$ cat src/rtl/piso_chain_reader.sv
`default_nettype none
// ============================================================================
//  Module   : piso_chain_reader
//  Purpose  : Controller for a daisy chain of HC1645 8-bit PISO registers.
//             Drives the active-low parallel-load strobe and the serial clock,
//             samples the chain output MSB first, and presents each assembled
//             word on a valid/ready interface.
//  Options  : PISO_READER_AUTOSCAN_EN - when defined, start is ignored and a
//             new scan begins whenever the reader is idle and the output
//             register is free (or being accepted on the same edge).
//  Revision : 1.0 - initial release
// ============================================================================
module piso_chain_reader #(
    parameter int NUM_CHIPS = 1,
    parameter int CLK_DIV   = 4
) (
    input  logic                   clk,
    input  logic                   rst,
    input  logic                   start,
    input  logic                   ser_q,
    output logic                   sr_clk,
    output logic                   sr_shld,
    output logic [8*NUM_CHIPS-1:0] data,
    output logic                   valid,
    input  logic                   ready,
    output logic                   busy
);

    localparam int W  = 8 * NUM_CHIPS;
    localparam int PW = $clog2(CLK_DIV + 1);
    localparam int BW = $clog2(W + 1);

    localparam logic [PW-1:0] c_PH_LAST  = PW'(CLK_DIV - 1);
    localparam logic [BW-1:0] c_BIT_LAST = BW'(W - 1);

    typedef enum logic [2:0] {
        S_IDLE   = 3'd0,
        S_LOAD   = 3'd1,
        S_SETTLE = 3'd2,
        S_HIGH   = 3'd3,
        S_LOW    = 3'd4
    } state_t;

    state_t         r_state;
    state_t         w_next;
    logic [PW-1:0]  r_phase;
    logic [BW-1:0]  r_bits;
    logic [W-1:0]   r_sreg;
    logic [W-1:0]   r_data;
    logic           r_valid;
    logic           r_sr_clk;
    logic           r_sr_shld;

    logic           w_req;
    logic           w_accept;
    logic           w_phase_done;
    logic           w_sample;
    logic           w_last;
    logic [W-1:0]   w_sreg_next;
    logic           w_sr_clk_d;
    logic           w_sr_shld_d;

`ifdef PISO_READER_AUTOSCAN_EN
    // Free-running scans: the request input has no effect in this build.
    logic w_unused_start;
    assign w_unused_start = start;
    assign w_req          = 1'b1;
`else
    assign w_req          = start;
`endif

    // A scan may begin only if the output register is empty or is being
    // handed over on this very edge, so an unaccepted word is never lost.
    assign w_accept     = (r_state == S_IDLE) && w_req && (!r_valid || ready);
    assign w_phase_done = (r_phase == c_PH_LAST);
    assign w_sample     = w_phase_done && ((r_state == S_SETTLE) || (r_state == S_LOW));
    assign w_last       = w_sample && (r_bits == c_BIT_LAST);
    assign w_sreg_next  = {r_sreg[W-2:0], ser_q};

    // State register.
    always_ff @(posedge clk or posedge rst) begin
        if (rst) begin
            r_state <= S_IDLE;
        end else begin
            r_state <= w_next;
        end
    end

    // Next-state decode and the serial strobe levels for the next state.
    always_comb begin
        w_next = r_state;
        case (r_state)
            S_IDLE:   if (w_accept)     w_next = S_LOAD;
            S_LOAD:   if (w_phase_done) w_next = S_SETTLE;
            S_SETTLE: if (w_sample)     w_next = w_last ? S_IDLE : S_HIGH;
            S_HIGH:   if (w_phase_done) w_next = S_LOW;
            S_LOW:    if (w_sample)     w_next = w_last ? S_IDLE : S_HIGH;
            default:                    w_next = S_IDLE;
        endcase
        w_sr_clk_d  = (w_next == S_HIGH);
        w_sr_shld_d = (w_next != S_LOAD);
    end

    // Phase timer: restarts on every state change, idles at zero.
    always_ff @(posedge clk or posedge rst) begin
        if (rst) begin
            r_phase <= '0;
        end else if ((r_state == S_IDLE) || (w_next != r_state)) begin
            r_phase <= '0;
        end else begin
            r_phase <= r_phase + 1'b1;
        end
    end

    // Sample counter: cleared when a scan is accepted, bumped per sample.
    always_ff @(posedge clk or posedge rst) begin
        if (rst) begin
            r_bits <= '0;
        end else if (w_accept) begin
            r_bits <= '0;
        end else if (w_sample) begin
            r_bits <= r_bits + 1'b1;
        end
    end

    // Serial assembly, output word capture and the valid handshake.
    always_ff @(posedge clk or posedge rst) begin
        if (rst) begin
            r_sreg  <= '0;
            r_data  <= '0;
            r_valid <= 1'b0;
        end else begin
            if (w_sample) begin
                r_sreg <= w_sreg_next;
            end
            if (w_last) begin
                r_data  <= w_sreg_next;
                r_valid <= 1'b1;
            end else if (r_valid && ready) begin
                r_valid <= 1'b0;
            end
        end
    end

    // Registered chain strobes, aligned with the state they belong to.
    always_ff @(posedge clk or posedge rst) begin
        if (rst) begin
            r_sr_clk  <= 1'b0;
            r_sr_shld <= 1'b1;
        end else begin
            r_sr_clk  <= w_sr_clk_d;
            r_sr_shld <= w_sr_shld_d;
        end
    end

    assign sr_clk  = r_sr_clk;
    assign sr_shld = r_sr_shld;
    assign data    = r_data;
    assign valid   = r_valid;
    assign busy    = (r_state != S_IDLE);

endmodule
`default_nettype wire

$ cat config.mk
export PLATFORM = sky130hd
export DESIGN_NAME = piso_chain_reader
export DESIGN_NICKNAME = d
export VERILOG_FILES = /design/src/rtl/piso_chain_reader.sv
export SDC_FILE = /design/constraint.sdc
export NUM_CORES = 1
export LEC_CHECK = 0
export CAP_MARGIN = 40
export CORE_MARGIN = 2
export CORE_UTILIZATION = 53
export DETAILED_ROUTE_END_ITERATION = 8
export GPL_TIMING_DRIVEN = 0
export PLACE_DENSITY = 0.77
export SYNTH_ARGS = -nofsm -noshare
export SYNTH_HDL_FRONTEND = slang
export SYNTH_SLANG_ARGS = --single-unit
export TNS_END_PERCENT = 100
$ cat constraint.sdc
create_clock -name clk -period 2.5 [get_ports clk]
set_input_delay 0.75 -clock clk [delete_from_list [all_inputs] [get_ports clk]]
set_output_delay 0.75 -clock clk [all_outputs]
set_load 0.02 [all_outputs]
======== Yosys cells after proc, flatten, opt, wreduce, memory -nomap -nowiden ========
Cells that the tools add are included.
word-level totals
  flip-flop bits (word level) ............. 28
  word-level logic and storage cells ...... 44
  output and inout bits ................... 12
  bits of input ports ..................... 5
cells by class
  equal/unequal tests ..................... 9
  add/sub/neg operators ................... 2
  reduce and logical (&&, ||, !) cells .... 14
  multiplexer cells ....................... 11
operator list
  operator                                              count
  2-to-1 mux 3 bit                                      5
  equality test 3 x 2 -> 1 bit (second input constant)  4
  case mux 3 bit (4 select lines)                       1
  2-to-1 mux 4 bit                                      2
  logical AND 1 bit                                     5
  adder 4 x 1 -> 4 bit (second input constant)          1
  equality test 4 x 3 -> 1 bit (second input constant)  1
  nonzero test 2 bit                                    2
  adder 3 x 1 -> 3 bit (second input constant)          1
  equality test 3 x 1 -> 1 bit (second input constant)  1
  equality test 3 bit (second input constant)           1
  zero test 3 bit                                       1
  logical OR 1 bit                                      3
  != test 3 x 1 -> 1 bit (second input constant)        1
  != test 3 bit                                         1
  nonzero test 3 bit                                    1
  2-to-1 mux 1 bit                                      2
  2-to-1 mux 2 bit                                      1
  OR reduction 2 bit                                    1
  zero test 1 bit                                       1

======== Logic depth before layout (Yosys ltp) ========
  depth in word-level cells ............... 10
  mapped depth ............................ 7
  depth with buffers taken out ............ 5

======== Worst setup path after synthesis ========
Ideal clock, no wire load.
  kind .................................... register to output
  from .................................... register r_state[2]
  to ...................................... output port busy
  data required time ...................... 1.750 ns
  slack ................................... 0.760 ns
  stages on the path, launching flop included .. 4
  arrival time ............................ 0.990 ns
  path buffers ............................ 2
  cells stage by stage .................... dfrtp_1 -> buf_6 -> or3_4 -> buf_6
between the ends
  cells in the longest elaborated chain, start to end .. 1
ends and longest elaborated chain
  what                    RTL line  text
  from (decl)             44        state_t r_state;
  from (signal assigned)  85        r_state <= w_next;
  nonzero test 3 bit      160       assign busy = (r_state != S_IDLE);
  to (decl)               26        output logic busy
No other way between the ends.

======== Worst setup path in the final report ========
Ends and elaborated chain as after synthesis.

==> flow_summary.ini <==
[detailed_routing]
wirelength_mm = 2.02
antenna_left = 0
routedWlPerCell_um = 13.5
vias = 811
routed_via_density = 5.44
drtIter0Drc = 16
first_pass_iters = 4
drc = 0

[synth]
syn-instance-count = 100
ys_seq_area_share_pct = 55.4
synthSimpleGateAreaFrac_pct = 13.9
synth_top_family_by_area = multiplexers
yosysWarnings = 0
avgSynthCellArea_um2 = 12.7
ys_ff_latch = 28
synth_compound_area_share_pct = 6.92
synth.distinct_cells = 34
synth_mux_area_share_pct = 14.1
syn-num-nets = 108
synth_area_um2 = 1270
synth-adder-area-share_pct = 2.96
synth_xor_area_share_pct = 1.38

[place]
numPortBuffers = 16
dpl_worst_slack_ps = 218
gp_congestion = 0.800
dpl.hpwl_mm = 1.41

[cells_and_area]
final_nets = 130
final_cell_mix = dfrtp_1 (27), mux2_2 (15), clkdlybuf4s50_1 (15), o21ai_0 (5)
area_delta_synth_final_pct = 20.7
nFillCells = 170
multi_input_area_um2 = 498
final_common_cell = dfrtp_1
drive_above_1_share_pct = 27.3
final-seq-area_um2 = 702
antenna_cells = 0

[grt]
met1_usage_pct = 22.1
grt_pass1_wl_mm = 3.54
grt_pass1_vias = 821
grt.overflow.total = 0
grt.total_usage_pct = 17.6
globalRouteMet2Util_pct = 29.8
grt_use_met3_pct = 5.08
grt_max_degree = 18
antenna_found_initial = 0
grt_busiest_layer = met2

[die]
rows = 17
die_h_um = 52.9
core_um2 = 2230
die_w_um = 52.9
start_util_pct = 56.7
die_area_um2 = 2800
ioPinCount = 17

[power]
switching_share_pct = 30.1
power_leakage_uw = 0.000731
switchingPower_uw = 399
p_clk_share_pct = 21.9
power_frac_seq_pct = 45.3
p_int_uw = 928
power_uw = 1330
vdd_drop_max_uv = 800
combinationalPowerShare_pct = 32.8
p_per_area_nw_per_um2 = 869

[timing]
hold_violations = 0
setup_viol = 0
slew_headroom_pct = 57.2
tightestPinTransition_ps = 641
final.setup.tns_ps = 0
rsz0062_at_grt = false
finalWorstSetupSlack_ps = 74.1
skew_ps = 2.66
fin_crit_sh_pct = 97.0
min_period_ps = 2430
clock.fmax_ghz = 0.412
drv_slew = 0

[cts]
numCtsBuffers = 3
clockBufferDepth = 2
post_cts_buffers = 0
cts.clk_slew.worst_paths_ps = 140
cts-root-buf = clkbuf_4
clock_sinks = 28
insertion_delay_ps = 320
cts_tree = done
htreeDepth = 1

[worst_setup_path]
critical_path_required_ps = 1750
worst_setup_path_end_kind = output port
criticalPathCategory = reg -> out
cp.arrival_ps = 1680
critPathMaxFanout = 9
start_kind = flop

[min_path]
hold_path_class = reg -> reg

[run_status]
outcome = complete, no violations

[flow_run]
drv_cap = 0
==> cells in the mapped netlist <==
cell type / instances / area share (%)
nand2b_1: 1 / 0.49
a21oi_1: 3 / 1.2
nor4b_1: 1 / 0.69
inv_1: 4 / 1.2
nor2_1: 4 / 1.2
ha_1: 3 / 3.0
or4_1: 1 / 0.59
xnor2_1: 1 / 0.69
a31o_2: 1 / 0.69
and3_1: 1 / 0.49
nand3b_1: 3 / 1.8
nand3_1: 3 / 1.2
o31ai_1: 2 / 1.2
or3_4: 2 / 1.8
o21a_1: 1 / 0.59
and3b_1: 1 / 0.69
buf_6: 3 / 2.7
buf_2: 2 / 0.79
o21ai_0: 5 / 2.0
or2_2: 1 / 0.49
dfrtp_1: 27 / 53
buf_4: 1 / 0.59
nor2b_1: 2 / 0.99
and2b_2: 1 / 0.69
nor3_1: 2 / 0.79
dfstp_2: 1 / 2.1
o211ai_1: 1 / 0.59
nand2_1: 2 / 0.59
mux2_2: 15 / 13
a211o_1: 1 / 0.69
or3_1: 1 / 0.49
mux2i_1: 1 / 0.79
and4bb_2: 1 / 0.99
xor2_1: 1 / 0.69
==> flip-flops by register name (all words and copies together) (netlist names) <==
name / flops
sr_clk: 1
sr_shld: 1
data: 8
r_phase: 3
r_bits: 4
r_sreg: 7
r_state: 3
valid: 1
==> area by class of cell <==
cell class	count	share of cell area (%)
clock inverters	1	1.97
multi-input cells	62	32.6
well taps	28	2.29
plain buffers	6	3.36
repair buffers	17	11.4
inverters	4	0.983
clock buffers	3	1.47
flip-flops and latches	28	45.9
==> logic make-up (layout without fill, tap and decap cells) <==
logic type,after synthesis,in the layout
flops,28,28
simple gates,27,27
mux,16,16
compound gates,14,14
buf+inv,10,31
fa+ha+maj,3,3
xor+xnor,2,2
==> worst paths after layout <==
| check | startpoint | end | slack (ps) | depth (start not counted) |
|---|---|---|---|---|
| worst max-delay path | r_state[2] | busy | 70 | 4 |
| worst min-delay path | r_phase[0] | r_phase[0] | 450 | 1 |
| worst max register to register | r_phase[0] | data[4] | 570 | 7 |
| worst min register to register | r_phase[0] | r_phase[0] | 450 | 1 |
| max in group asynchronous | rst | sr_shld | 1130 | 3 |
| min in group asynchronous | rst | data[3] | 790 | 2 |
==> worst max-delay path, stage by stage (launching register included) <==
cell and delay [ps]:
dfrtp_1 400, buf_6 130, or3_4 380, buf_6 130
dlygate4sd2_1 310
==> metrics by stage <==
step | util, % | hold slack, ps | cell area (µm²) | instances
floorplan | - | 410 | 1270 | 100
finish | 68.4 | 445 | 1530 | 149
global placement | 65.4 | 424 | 1460 | 144
global route | 68.4 | 468 | 1530 | 149
CTS | 68.4 | 454 | 1530 | 149
detailed placement | 66.1 | 435 | 1480 | 145
==> power groups by stage <==
stage / clock network, µW / logic (µW) / registers, µW
2_1_floorplan: 0 / 319 / 617
4_1_cts: 297 / 441 / 602
5_1_grt: 319 / 487 / 612
3_5_place_dp: 0 / 441 / 613
6_report: 291 / 436 / 601
3_3_place_gp: 0 / 431 / 608
==> metal layers <==
| metal | wire [µm] | vias to the layer above |
|---|---|---|
| met2 | 1010 | 15 |
| met3 | 61 | 0 |
| met5 | 0 | - |
| li1 | - | 398 |
| met1 | 941 | 398 |
| met4 | 0 | 0 |
==> what timing repair did <==
action / CTS / global route
endpoints found under the setup margin: 1 / 0
resized for setup: 1 / 0
hold buffers: 0 / 0
No activity file was read; power rests on OpenSTA's default activity.
